**src/rtl/counter_burst_scheduler_pkg.sv**
```systemverilog
// Shared types, default widths and the round-robin pick rule for counter_burst_scheduler.
package counter_sched_pkg;

  localparam int DEF_NUM_REQ = 4;
  localparam int DEF_DATA_W  = 128;
  localparam int DEF_LEN_W   = 8;
  localparam int MAX_REQ     = 16;
  localparam int PICK_W      = 4;

  typedef enum logic [1:0] {
    IDLE,
    RUN,
    DRAIN,
    DONE
  } sched_state_e;

  // First set bit strictly after 'last', wrapping at 'num'; returns 0 when nothing is pending.
  function automatic logic [PICK_W-1:0] rr_pick(input logic [MAX_REQ-1:0] req,
                                                input logic [PICK_W-1:0]  last,
                                                input int                 num);
    logic [PICK_W-1:0] pick;
    logic              found;
    int                idx;
    pick  = '0;
    found = 1'b0;
    for (int k = 1; k <= MAX_REQ; k++) begin
      idx = (int'(last) + k) % num;
      if (k <= num && !found && req[idx[PICK_W-1:0]]) begin
        pick  = idx[PICK_W-1:0];
        found = 1'b1;
      end
    end
    return pick;
  endfunction

endpackage

```
**src/rtl/counter_burst_scheduler_if.sv**
```systemverilog
// Requester, counter and tagged-output signals of counter_burst_scheduler.
// CSCHED_STATS_EN adds the stat_bursts/stat_beats counters.
interface counter_burst_scheduler_if import counter_sched_pkg::*; #(
  parameter int NUM_REQ = DEF_NUM_REQ,
  parameter int DATA_W  = DEF_DATA_W,
  parameter int LEN_W   = DEF_LEN_W,
  parameter int ID_W    = $clog2(NUM_REQ)
);
  logic [NUM_REQ-1:0]       req;
  logic [NUM_REQ*LEN_W-1:0] req_len;
  logic [NUM_REQ-1:0]       grant;
  logic [NUM_REQ-1:0]       done;
  logic                     ctr_ready;
  logic                     ctr_valid;
  logic [DATA_W-1:0]        ctr_count;
  logic                     out_valid;
  logic [DATA_W-1:0]        out_data;
  logic [ID_W-1:0]          out_id;
  logic                     busy;
`ifdef CSCHED_STATS_EN
  logic [31:0]              stat_bursts;
  logic [31:0]              stat_beats;
`endif

  modport slave (
    input  req, req_len, ctr_valid, ctr_count,
    output grant, done, ctr_ready, out_valid, out_data, out_id, busy
`ifdef CSCHED_STATS_EN
    , output stat_bursts, stat_beats
`endif
  );

  modport master (
    output req, req_len, ctr_valid, ctr_count,
    input  grant, done, ctr_ready, out_valid, out_data, out_id, busy
`ifdef CSCHED_STATS_EN
    , input stat_bursts, stat_beats
`endif
  );

endinterface

```
**src/rtl/counter_burst_scheduler_rr_arbiter.sv**
```systemverilog
// Combinational round-robin pick over the request vector; the pointer only moves when
// the scheduler accepts the pick, so requester 0 wins first after reset.
module rr_arbiter import counter_sched_pkg::*; #(
  parameter int NUM_REQ = DEF_NUM_REQ,
  parameter int ID_W    = $clog2(NUM_REQ)
) (
  input  logic               clk,
  input  logic               areset,
  input  logic [NUM_REQ-1:0] req_i,
  input  logic               accept_i,
  output logic               valid_o,
  output logic [NUM_REQ-1:0] grant_oh_o,
  output logic [ID_W-1:0]    grant_id_o
);

  logic [ID_W-1:0] last_q, last_d;

  assign valid_o    = |req_i;
  assign grant_id_o = ID_W'(rr_pick(MAX_REQ'(req_i), PICK_W'(last_q), NUM_REQ));
  assign grant_oh_o = valid_o ? (NUM_REQ'(1) << grant_id_o) : '0;

  always_comb begin
    last_d = last_q;
    if (accept_i && valid_o) begin
      last_d = grant_id_o;
    end
  end

  always_ff @(posedge clk) begin
    if (!areset) begin
      last_q <= ID_W'(NUM_REQ - 1);
    end else begin
      last_q <= last_d;
    end
  end

endmodule

```
**src/rtl/counter_burst_scheduler.sv**
```systemverilog
// Round-robin burst scheduler sharing one free-running counter between NUM_REQ requesters.
// CSCHED_STATS_EN adds completed-burst and delivered-beat counters.
module counter_burst_scheduler import counter_sched_pkg::*; #(
  parameter int NUM_REQ = DEF_NUM_REQ,
  parameter int DATA_W  = DEF_DATA_W,
  parameter int LEN_W   = DEF_LEN_W,
  parameter int ID_W    = $clog2(NUM_REQ)
) (
  input logic                      clk,
  input logic                      areset,
  counter_burst_scheduler_if.slave bus
);

  sched_state_e        state_q, state_d;
  logic [NUM_REQ-1:0]  grant_q, grant_d;
  logic [NUM_REQ-1:0]  done_q, done_d;
  logic                ctrReady_q, ctrReady_d;
  logic                outValid_q, outValid_d;
  logic [DATA_W-1:0]   outData_q, outData_d;
  logic [ID_W-1:0]     outId_q, outId_d;
  logic [LEN_W-1:0]    issueCnt_q, issueCnt_d;
  logic [LEN_W-1:0]    beatCnt_q, beatCnt_d;
  logic [LEN_W-1:0]    len_q, len_d;
  logic [ID_W-1:0]     id_q, id_d;

  logic                arbValid;
  logic                arbAccept;
  logic [NUM_REQ-1:0]  arbOh;
  logic [ID_W-1:0]     arbId;
  logic [LEN_W-1:0]    selLen;

  rr_arbiter #(
    .NUM_REQ (NUM_REQ),
    .ID_W    (ID_W)
  ) u_arb (
    .clk        (clk),
    .areset     (areset),
    .req_i      (bus.req),
    .accept_i   (arbAccept),
    .valid_o    (arbValid),
    .grant_oh_o (arbOh),
    .grant_id_o (arbId)
  );

  assign selLen = bus.req_len[int'(arbId)*LEN_W +: LEN_W];

  always_comb begin
    state_d    = state_q;
    grant_d    = grant_q;
    done_d     = '0;
    ctrReady_d = ctrReady_q;
    issueCnt_d = issueCnt_q;
    beatCnt_d  = beatCnt_q;
    len_d      = len_q;
    id_d       = id_q;
    outValid_d = 1'b0;
    outData_d  = outData_q;
    outId_d    = outId_q;
    arbAccept  = 1'b0;

    case (state_q)
      IDLE: begin
        ctrReady_d = 1'b0;
        if (arbValid) begin
          arbAccept  = 1'b1;
          id_d       = arbId;
          len_d      = selLen;
          grant_d    = arbOh;
          issueCnt_d = '0;
          beatCnt_d  = '0;
          // A zero-length burst skips the counter entirely and completes at once.
          if (selLen == '0) begin
            state_d = DONE;
            done_d  = arbOh;
          end else begin
            state_d    = RUN;
            ctrReady_d = 1'b1;
          end
        end
      end
      RUN: begin
        issueCnt_d = issueCnt_q + LEN_W'(1);
        if (issueCnt_q == len_q - LEN_W'(1)) begin
          ctrReady_d = 1'b0;
          state_d    = DRAIN;
        end
      end
      DRAIN: begin
        if (beatCnt_q == len_q) begin
          state_d = DONE;
          done_d  = grant_q;
        end
      end
      DONE: begin
        grant_d = '0;
        state_d = IDLE;
      end
      default: begin
        state_d = IDLE;
      end
    endcase

    // Counter valid is only meaningful while a burst is in flight.
    if ((state_q == RUN || state_q == DRAIN) && bus.ctr_valid) begin
      outValid_d = 1'b1;
      outData_d  = bus.ctr_count;
      outId_d    = id_q;
      beatCnt_d  = beatCnt_q + LEN_W'(1);
    end
  end

  always_ff @(posedge clk) begin
    if (!areset) begin
      state_q    <= IDLE;
      grant_q    <= '0;
      done_q     <= '0;
      ctrReady_q <= 1'b0;
      outValid_q <= 1'b0;
      outData_q  <= '0;
      outId_q    <= '0;
      issueCnt_q <= '0;
      beatCnt_q  <= '0;
      len_q      <= '0;
      id_q       <= '0;
    end else begin
      state_q    <= state_d;
      grant_q    <= grant_d;
      done_q     <= done_d;
      ctrReady_q <= ctrReady_d;
      outValid_q <= outValid_d;
      outData_q  <= outData_d;
      outId_q    <= outId_d;
      issueCnt_q <= issueCnt_d;
      beatCnt_q  <= beatCnt_d;
      len_q      <= len_d;
      id_q       <= id_d;
    end
  end

  assign bus.grant     = grant_q;
  assign bus.done      = done_q;
  assign bus.ctr_ready = ctrReady_q;
  assign bus.out_valid = outValid_q;
  assign bus.out_data  = outData_q;
  assign bus.out_id    = outId_q;
  assign bus.busy      = (state_q != IDLE);

`ifdef CSCHED_STATS_EN
  logic [31:0] statBursts_q, statBursts_d;
  logic [31:0] statBeats_q, statBeats_d;

  // Counts track the done pulse and out_valid so they update in the same cycle those appear.
  always_comb begin
    statBursts_d = statBursts_q + ((|done_d) ? 32'd1 : 32'd0);
    statBeats_d  = statBeats_q + (outValid_d ? 32'd1 : 32'd0);
  end

  always_ff @(posedge clk) begin
    if (!areset) begin
      statBursts_q <= '0;
      statBeats_q  <= '0;
    end else begin
      statBursts_q <= statBursts_d;
      statBeats_q  <= statBeats_d;
    end
  end

  assign bus.stat_bursts = statBursts_q;
  assign bus.stat_beats  = statBeats_q;
`endif

endmodule
```
**src/flat_wrapper.sv**
```systemverilog
// flat-port wrapper written by rule: the top's interface ports become plain ports
module counter_burst_scheduler_flat import counter_sched_pkg::*;
#(
  parameter int NUM_REQ = DEF_NUM_REQ,
  parameter int DATA_W  = DEF_DATA_W,
  parameter int LEN_W   = DEF_LEN_W,
  parameter int ID_W    = $clog2(NUM_REQ)
)
  (clk, areset, bus_req, bus_req_len, bus_ctr_valid, bus_ctr_count, bus_grant, bus_done, bus_ctr_ready, bus_out_valid, bus_out_data, bus_out_id, bus_busy);
  counter_burst_scheduler_if #(.NUM_REQ(NUM_REQ), .DATA_W(DATA_W), .LEN_W(LEN_W), .ID_W(ID_W)) bus_i ();
  input logic clk;
  input logic areset;
  input wire logic [$bits(bus_i.req)-1:0] bus_req;
  input wire logic [$bits(bus_i.req_len)-1:0] bus_req_len;
  input wire logic [$bits(bus_i.ctr_valid)-1:0] bus_ctr_valid;
  input wire logic [$bits(bus_i.ctr_count)-1:0] bus_ctr_count;
  output wire logic [$bits(bus_i.grant)-1:0] bus_grant;
  output wire logic [$bits(bus_i.done)-1:0] bus_done;
  output wire logic [$bits(bus_i.ctr_ready)-1:0] bus_ctr_ready;
  output wire logic [$bits(bus_i.out_valid)-1:0] bus_out_valid;
  output wire logic [$bits(bus_i.out_data)-1:0] bus_out_data;
  output wire logic [$bits(bus_i.out_id)-1:0] bus_out_id;
  output wire logic [$bits(bus_i.busy)-1:0] bus_busy;
  assign bus_i.req = bus_req;
  assign bus_i.req_len = bus_req_len;
  assign bus_i.ctr_valid = bus_ctr_valid;
  assign bus_i.ctr_count = bus_ctr_count;
  assign bus_grant = bus_i.grant;
  assign bus_done = bus_i.done;
  assign bus_ctr_ready = bus_i.ctr_ready;
  assign bus_out_valid = bus_i.out_valid;
  assign bus_out_data = bus_i.out_data;
  assign bus_out_id = bus_i.out_id;
  assign bus_busy = bus_i.busy;
  counter_burst_scheduler #(.NUM_REQ(NUM_REQ), .DATA_W(DATA_W), .LEN_W(LEN_W), .ID_W(ID_W)) u_core (.clk(clk), .areset(areset), .bus(bus_i));
endmodule
```
**config.mk**
```make
export PLATFORM = sky130hd
export DESIGN_NAME = counter_burst_scheduler_flat
export DESIGN_NICKNAME = d
export VERILOG_FILES = /design/src/rtl/counter_burst_scheduler_pkg.sv /design/src/rtl/counter_burst_scheduler_if.sv /design/src/rtl/counter_burst_scheduler_rr_arbiter.sv /design/src/rtl/counter_burst_scheduler.sv /design/src/flat_wrapper.sv
export SDC_FILE = /design/constraint.sdc
export NUM_CORES = 1
export LEC_CHECK = 0
export BUFFER_PORTS_ARGS = -buffer_cell sky130_fd_sc_hd__buf_2
export CAP_MARGIN = 20
export CORE_ASPECT_RATIO = 0.5
export CORE_UTILIZATION = 43
export CTS_CLUSTER_SIZE = 30
export DETAILED_ROUTE_END_ITERATION = 7
export PLACE_DENSITY = 0.87
export SETUP_SLACK_MARGIN = 0.4
export SYNTH_ARGS = -nofsm -noshare
export SYNTH_HDL_FRONTEND = slang
export SYNTH_SLANG_ARGS = --single-unit
```
**constraint.sdc**
```tcl
create_clock -name clk -period 2.4 [get_ports clk]
set_input_delay 0.24 -clock clk [delete_from_list [all_inputs] [get_ports clk]]
set_output_delay 0.24 -clock clk [all_outputs]
set_load 0.02 [all_outputs]
```
* Word-level counts from Yosys, hierarchy flattened
Index checks and enable logic that the tools add are counted.
Word-level totals: flip-flop bits (word level) 170, input port bits 167, output and inout bits 141, word-level logic and storage cells 101
Cells by class: add/subtract/negate cells 7, order comparisons 4, equal/unequal tests 8, shift operators 2, mux-type cells 37, bitwise logic cells 4, reductions and logical operators 27
Operator list (number):
- variable part select 32 x 6 -> 8 bit | 1
- two-way mux 8 bit | 3
- < comparator 4 x 5 -> 1 bit (second input constant) | 4
- adder 8 x 1 -> 8 bit (second input constant) | 2
- == test 8 bit | 2
- two-way mux 2 bit | 8
- two-way mux 4 bit | 4
- one-hot mux 4 bit (2 select lines) | 2
- one-hot mux 8 bit (2 select lines) | 1
- two-way mux 1 bit | 13
- binary-select mux 1 bit (select 3 bit) | 4
- AND reduction 2 bit | 5
- nonzero test 2 bit | 5
- zero test 8 bit | 1
- one-hot mux 2 bit (4 select lines) | 1
- OR reduction 2 bit | 4
- subtractor 8 x 1 -> 8 bit (second input constant) | 1
- logical AND 1 bit | 5
- adder 2 x 1 -> 2 bit (second input constant) | 2
- adder 2 bit (second input constant) | 2
- bitwise AND 1 bit (first input constant) | 4
- == test 2 bit (second input constant) | 2
- != test 2 x 1 -> 1 bit (second input constant) | 2
- OR reduction 4 bit | 1
- 8 further kinds | 10

* Depth between registers and ports, before layout
depth after elaboration 20, mapped depth 11, mapped depth without buffers 9

* Cells and area by module
From an unflattened synthesis, not the netlist that was laid out.
Unflattened totals: cells, all modules 841, area total of the unflattened synthesis 7169.4 µm²
By module, submodules not included:
- counter_burst_scheduler | instances 1, cells an instance 813, area an instance 6929.1 µm², seq. area each 3363.2 µm²
- rr_arbiter | instances 1, cells an instance 28, area an instance 240.2 µm², seq. area each 40.0 µm²

* Worst setup path before layout
OpenSTA, ideal clock, no wires.
path kind reg-to-reg, start point register u_core.len_q[0], end point register u_core.state_q[1], setup time 0.131 ns, arrival time 2.268 ns, data required time 2.269 ns, path slack 0.000 ns, stages on the path, launching flop included 12, buffers on the path 2, clock period less this slack 2.400 ns, path through dfxtp_1 clkbuf_1 inv_1 ha_1 clkbuf_1 xor2_1 nor2_1 a21oi_1 a2111oi_0 o22ai_1 a2111oi_0 nor3_1
Between the ends: word-level cells in the longest chain between the ends 4, elaborated cells on any way between the ends 6, those cells by class 1 x add/sub; 4 x eq/ne; 1 x reduce/logical
Ends and longest elaborated chain:
- start, declared | RTL line counter_burst_scheduler.sv:23 | logic [LEN_W-1:0] len_q, len_d;
- start signal, assigned | RTL line counter_burst_scheduler.sv:135 | len_q <= len_d;
- subtractor 8 x 1 -> 8 bit | RTL line counter_burst_scheduler.sv:83 | if (issueCnt_q == len_q - LEN_W'(1)) begin
- == test 8 bit | RTL line counter_burst_scheduler.sv:83
- != test 2 x 1 -> 1 bit (no line)
- AND reduction 3 bit (no line) *
- end signal, assigned | RTL line counter_burst_scheduler.sv:126 | state_q <= state_d;
- end, declared | RTL line counter_burst_scheduler.sv:14 | sched_state_e state_q, state_d;
Mark *: on every way between the ends. The rest lies on a longest branch, timed or not. A chain may end at the register's enable or synchronous reset.

* Worst setup path after layout
start point register u_core.u_arb.last_q[0], end point register u_core.state_q[1]
Between the ends: word-level cells in the longest chain between the ends 20, elaborated cells on any way between the ends 38, those cells by class 4 x add/sub; 1 x shift; 18 x mux; 4 x bitwise; 11 x reduce/logical
Ends and longest elaborated chain:
- start, declared | RTL line counter_burst_scheduler_rr_arbiter.sv:16 | logic [ID_W-1:0] last_q, last_d;
- start signal, assigned | RTL line counter_burst_scheduler_rr_arbiter.sv:31 | last_q <= ID_W'(NUM_REQ - 1);
- start signal, assigned | RTL line counter_burst_scheduler_rr_arbiter.sv:33 | last_q <= last_d;
- adder 2 x 1 -> 2 bit | RTL line counter_burst_scheduler_pkg.sv:27 | idx = (int'(last) + k) % num;
- OR reduction 2 bit (no line)
- bitwise AND 1 bit (no line)
- binary-select mux 1 bit (select 3 bit) | RTL line counter_burst_scheduler_pkg.sv:28 | if (k <= num && !found && req[idx[PICK_W-1:0]]) begin
- two-way mux 1 bit (implied by the code) | RTL line counter_burst_scheduler_pkg.sv:28
- two-way mux 1 bit | RTL line counter_burst_scheduler_pkg.sv:28
- zero test 1 bit | RTL line counter_burst_scheduler_pkg.sv:28
- logical AND 1 bit | RTL line counter_burst_scheduler_pkg.sv:28
- [4 not listed]
- zero test 1 bit | RTL line counter_burst_scheduler_pkg.sv:28
- logical AND 1 bit | RTL line counter_burst_scheduler_pkg.sv:28
- two-way mux 2 bit * | RTL line counter_burst_scheduler_pkg.sv:28
- variable part select 32 x 6 -> 8 bit * | RTL line counter_burst_scheduler.sv:45 | assign selLen = bus.req_len[int'(arbId)*LEN_W +: LEN_W];
- zero test 8 bit * | RTL line counter_burst_scheduler.sv:72 | if (selLen == '0) begin
- two-way mux 2 bit * | RTL line counter_burst_scheduler.sv:72
- two-way mux 2 bit * | RTL line counter_burst_scheduler.sv:64 | if (arbValid) begin
- one-hot mux 2 bit (4 select lines) * | RTL line counter_burst_scheduler.sv:61 | case (state_q)
Mark *: on every way between the ends. The rest lies on a longest branch, timed or not. The select of a mux whose other input is x is not followed.

==> run_results.csv <==
group,metric,value,unit
floorplan,coreArea,15500,µm²
timing,worstMarginPinSlew,0.713,ns
routing,wl_per_cell,14.8,µm
status,status,"completed",
routing,drcViolationCount,0,
critical_path,cp.arrival,2.60,ns
global_route,grt.busiest_layer,"met2",
timing,fin_setup_tns,0,ns
global_route,antenna_found_initial,0,
synth,syn_area_per_cell,7.90,µm²
synth,ys_types,53,
clock_tree,clock_latency,0.42,ns
pwr,power_density,1090,nW/µm²
timing,setup_slack,0.144,ns
floorplan,die-area,16600,µm²
timing,slew_headroom,52.0,%
timing,rsz0062_at_grt,"yes",
cells_and_area,final_cell_mix,"buf_2, nand2_1, dfxtp_1, a21oi_1, nor2_1",
clock_tree,htreeDepth,4,
floorplan,io_pins,308,
critical_path,cp_data_required_time,2.74,ns
global_route,use_met3,6.30,%
cells_and_area,area_delta_synth_final,35.8,%
cells_and_area,drive_above_1_share,33.6,%
pwr,p_leak,0.00428,µW
critical_path,crit_path_end_kind,"flip-flop",
floorplan,die_h,91.6,µm
cells_and_area,utilization,60.3,%
timing,skew,0.0117,ns
pwr,finalPower,10200,µW
clock_tree,path_clk_slew,0.07,ns
cells_and_area,final_common_cell,"buf_2",
placed_design,dpl.hpwl,14000,µm
critical_path,cp-start-kind,"flip-flop",
global_route,grt_max_degree,137,
floorplan,row_count,32,
timing,slew_viol_final,0,
synth,synth_nets,1048,
global_route,grt_overflow_total,0,
global_route,grt_pass1_vias,6831,
synth,ys_warn_count,0,
synth,synth_area,6900,µm²
clock_tree,cts_hold_buf,0,
cells_and_area,fin_nets,1331,
routing,drt-total-wl,20300,µm
clock_tree,cts_buffers,17,
clock_tree,root_buffer,"clkbuf_16",
clock_tree,cts_sinks,170,
global_route,grt_usage,23.4,%
routing,drtIter0Drc,478,
placed_design,dp_slack,0.0642,ns
cells_and_area,antenna_cells,0,
routing,vias,7150,
timing,hold_viol,0,
global_route,met1_usage,26.4,%
global_route,grt_pass1_wl,31600,µm
critical_path,criticalPathCategory,"flip-flop to flip-flop",
synth,seq_area_frac_synth,49.3,%
placed_design,gp_congestion,0.880,
timing,min_period,2.26,ns
floorplan,start_util,44.4,%
clock_tree,cts_buffer_depth,2,
global_route,use_met2,40.9,%
synth,synth_edf_count,0,
job,max-cap-violations,0,
synth,async_flop_share,0,%
cells_and_area,instances_no_fill,1374,
pwr,ir_worst_vdd,0.000857,V
synth,ys.flop_type,"dfxtp_1",
floorplan,die_w,181,µm
routing,antenna_left,0,
placed_design,port_buffers,307,
clock_tree,tritoncts,"done",
critical_path,path_max_fanout,3,
min_path,worst_hold_path_type,"input pin to flip-flop",
routing,drt_pre_antenna_iters,5,
timing,setup_viol,0,
synth,ys_ff_latch,170,
synth,synthCells,874,
placed_design,place_inst,1335,
timing,max_freq,0.443,GHz
routing,routed_via_density,5.20,
timing,final.period_utilization,94.0,%
cell families after synthesis:
logic type	count (synthesis)	synth area share [%]
AO/OA/AOI/OAI	191	15.9
AND/OR/NAND/NOR	389	23.2
buffers and inverters	71	3.95
adder cells (fa/ha/maj)	7	1.27
XOR/XNOR	25	3.17
flip-flops	170	49.3
multiplexers	21	3.26
cells in the mapped netlist (2+ instances only):
library cell	n	area, µm²
o21ai_0	10	50.1
nor2_1	38	143
nor2b_1	2	12.5
or2_2	2	12.5
nand2_1	298	1120
nand3b_1	2	15.0
nand4_1	4	25.0
buf_2	2	10.0
dfxtp_1	170	3400
mux2i_1	18	180
o21ai_1	2	10.0
and3_1	4	25.0
nand3_1	13	65.1
nor3_2	2	20.0
or4_1	4	30.0
nand2b_1	3	18.8
a31oi_1	3	18.8
a22oi_1	2	15.0
a21oi_1	150	751
inv_1	9	33.8
a32o_1	4	40.0
xnor2_1	6	52.6
a2111oi_0	2	17.5
a32oi_1	3	26.3
clkbuf_1	48	180
ha_1	7	87.6
nor3_1	7	35.0
xor2_1	19	166
mux2_2	2	22.5
buf_1	11	41.3
nor4_1	5	31.3
repair_timing:
item                                   4_1_cts  5_1_grt
pin swaps                                    5        4
cloned                                       0        0
setup endpoints to repair                   10       19
gates resized for setup                      8       15
endpoints found under the hold margin        0        0
setup buffers                                6        1
area by class of cell:
| cell class | count | area [µm²] |
|---|---|---|
| Clock buffer | 19 | 453 |
| Clock inverter | 13 | 138 |
| Multi-Input combinational cell | 633 | 3340 |
| Inverter | 9 | 36.3 |
| Tap cell | 204 | 255 |
| Timing Repair Buffer | 326 | 1740 |
| Fill cell | 1315 | 6160 |
| Sequential cell | 170 | 3410 |
state kept, by name, indices dropped and copies added (netlist names), 2 cells and up:
name and flops:
u_core.issueCnt_q 8, u_core.state_q 2, u_core.id_q 2, u_core.beatCnt_q 8
u_core.bus.out_id 2, u_core.bus.done 4, u_core.len_q 8, u_core.bus.grant 4
u_core.bus.out_data 128, u_core.u_arb.last_q 2
critical path, cell delays in order (launching register included):
cell and delay, ns:
dfxtp_2 0.34, and2b_4 0.19, o21a_4 0.21, nor3_4 0.17
mux4_2 0.58, a2111oi_4 0.33, buf_4 0.17, a2111oi_1 0.07
nor3_1 0.13
through the flow:
| stage | hold WS, ns | instance area, µm² |
|---|---|---|
| floorplan | 0.376 | 6930 |
| global placement | 0.439 | 8620 |
| detailed placement | 0.443 | 8620 |
| CTS | 0.0353 | 9290 |
| global route | 0.0372 | 9370 |
| finish | 0.0473 | 9370 |
power breakdown:
part / switching, µW / internal [µW]
logic: 2440 / 1370
clock network: 1210 / 1520
registers: 366 / 3340
per-layer routing:
metal,vias to the layer above,routed length [µm],share of wire [%]
met4,0,589,2.9
met1,3302,8260,41
met5,-,0,0
met3,75,1330,6.6
met2,312,10100,50
li1,3461,-,-
worst paths after layout:
path / from / end / slack [ns] / depth (start not counted)
worst min register to register: u_core.bus.out_data[116]$_SDFFE_PN0P_ / u_core.bus.out_data[116]$_SDFFE_PN0P_ / 0.45 / 2
worst min-delay path: bus_ctr_count[8] / u_core.bus.out_data[8]$_SDFFE_PN0P_ / 0.05 / 3
worst max-delay path: u_core.u_arb.last_q[0]$_SDFFE_PN1P_ / u_core.state_q[1]$_SDFFE_PN0P_ / 0.14 / 8
worst max register to register: u_core.u_arb.last_q[0]$_SDFFE_PN1P_ / u_core.state_q[1]$_SDFFE_PN0P_ / 0.14 / 8
Note: power is estimated with default switching activity, not from simulation.
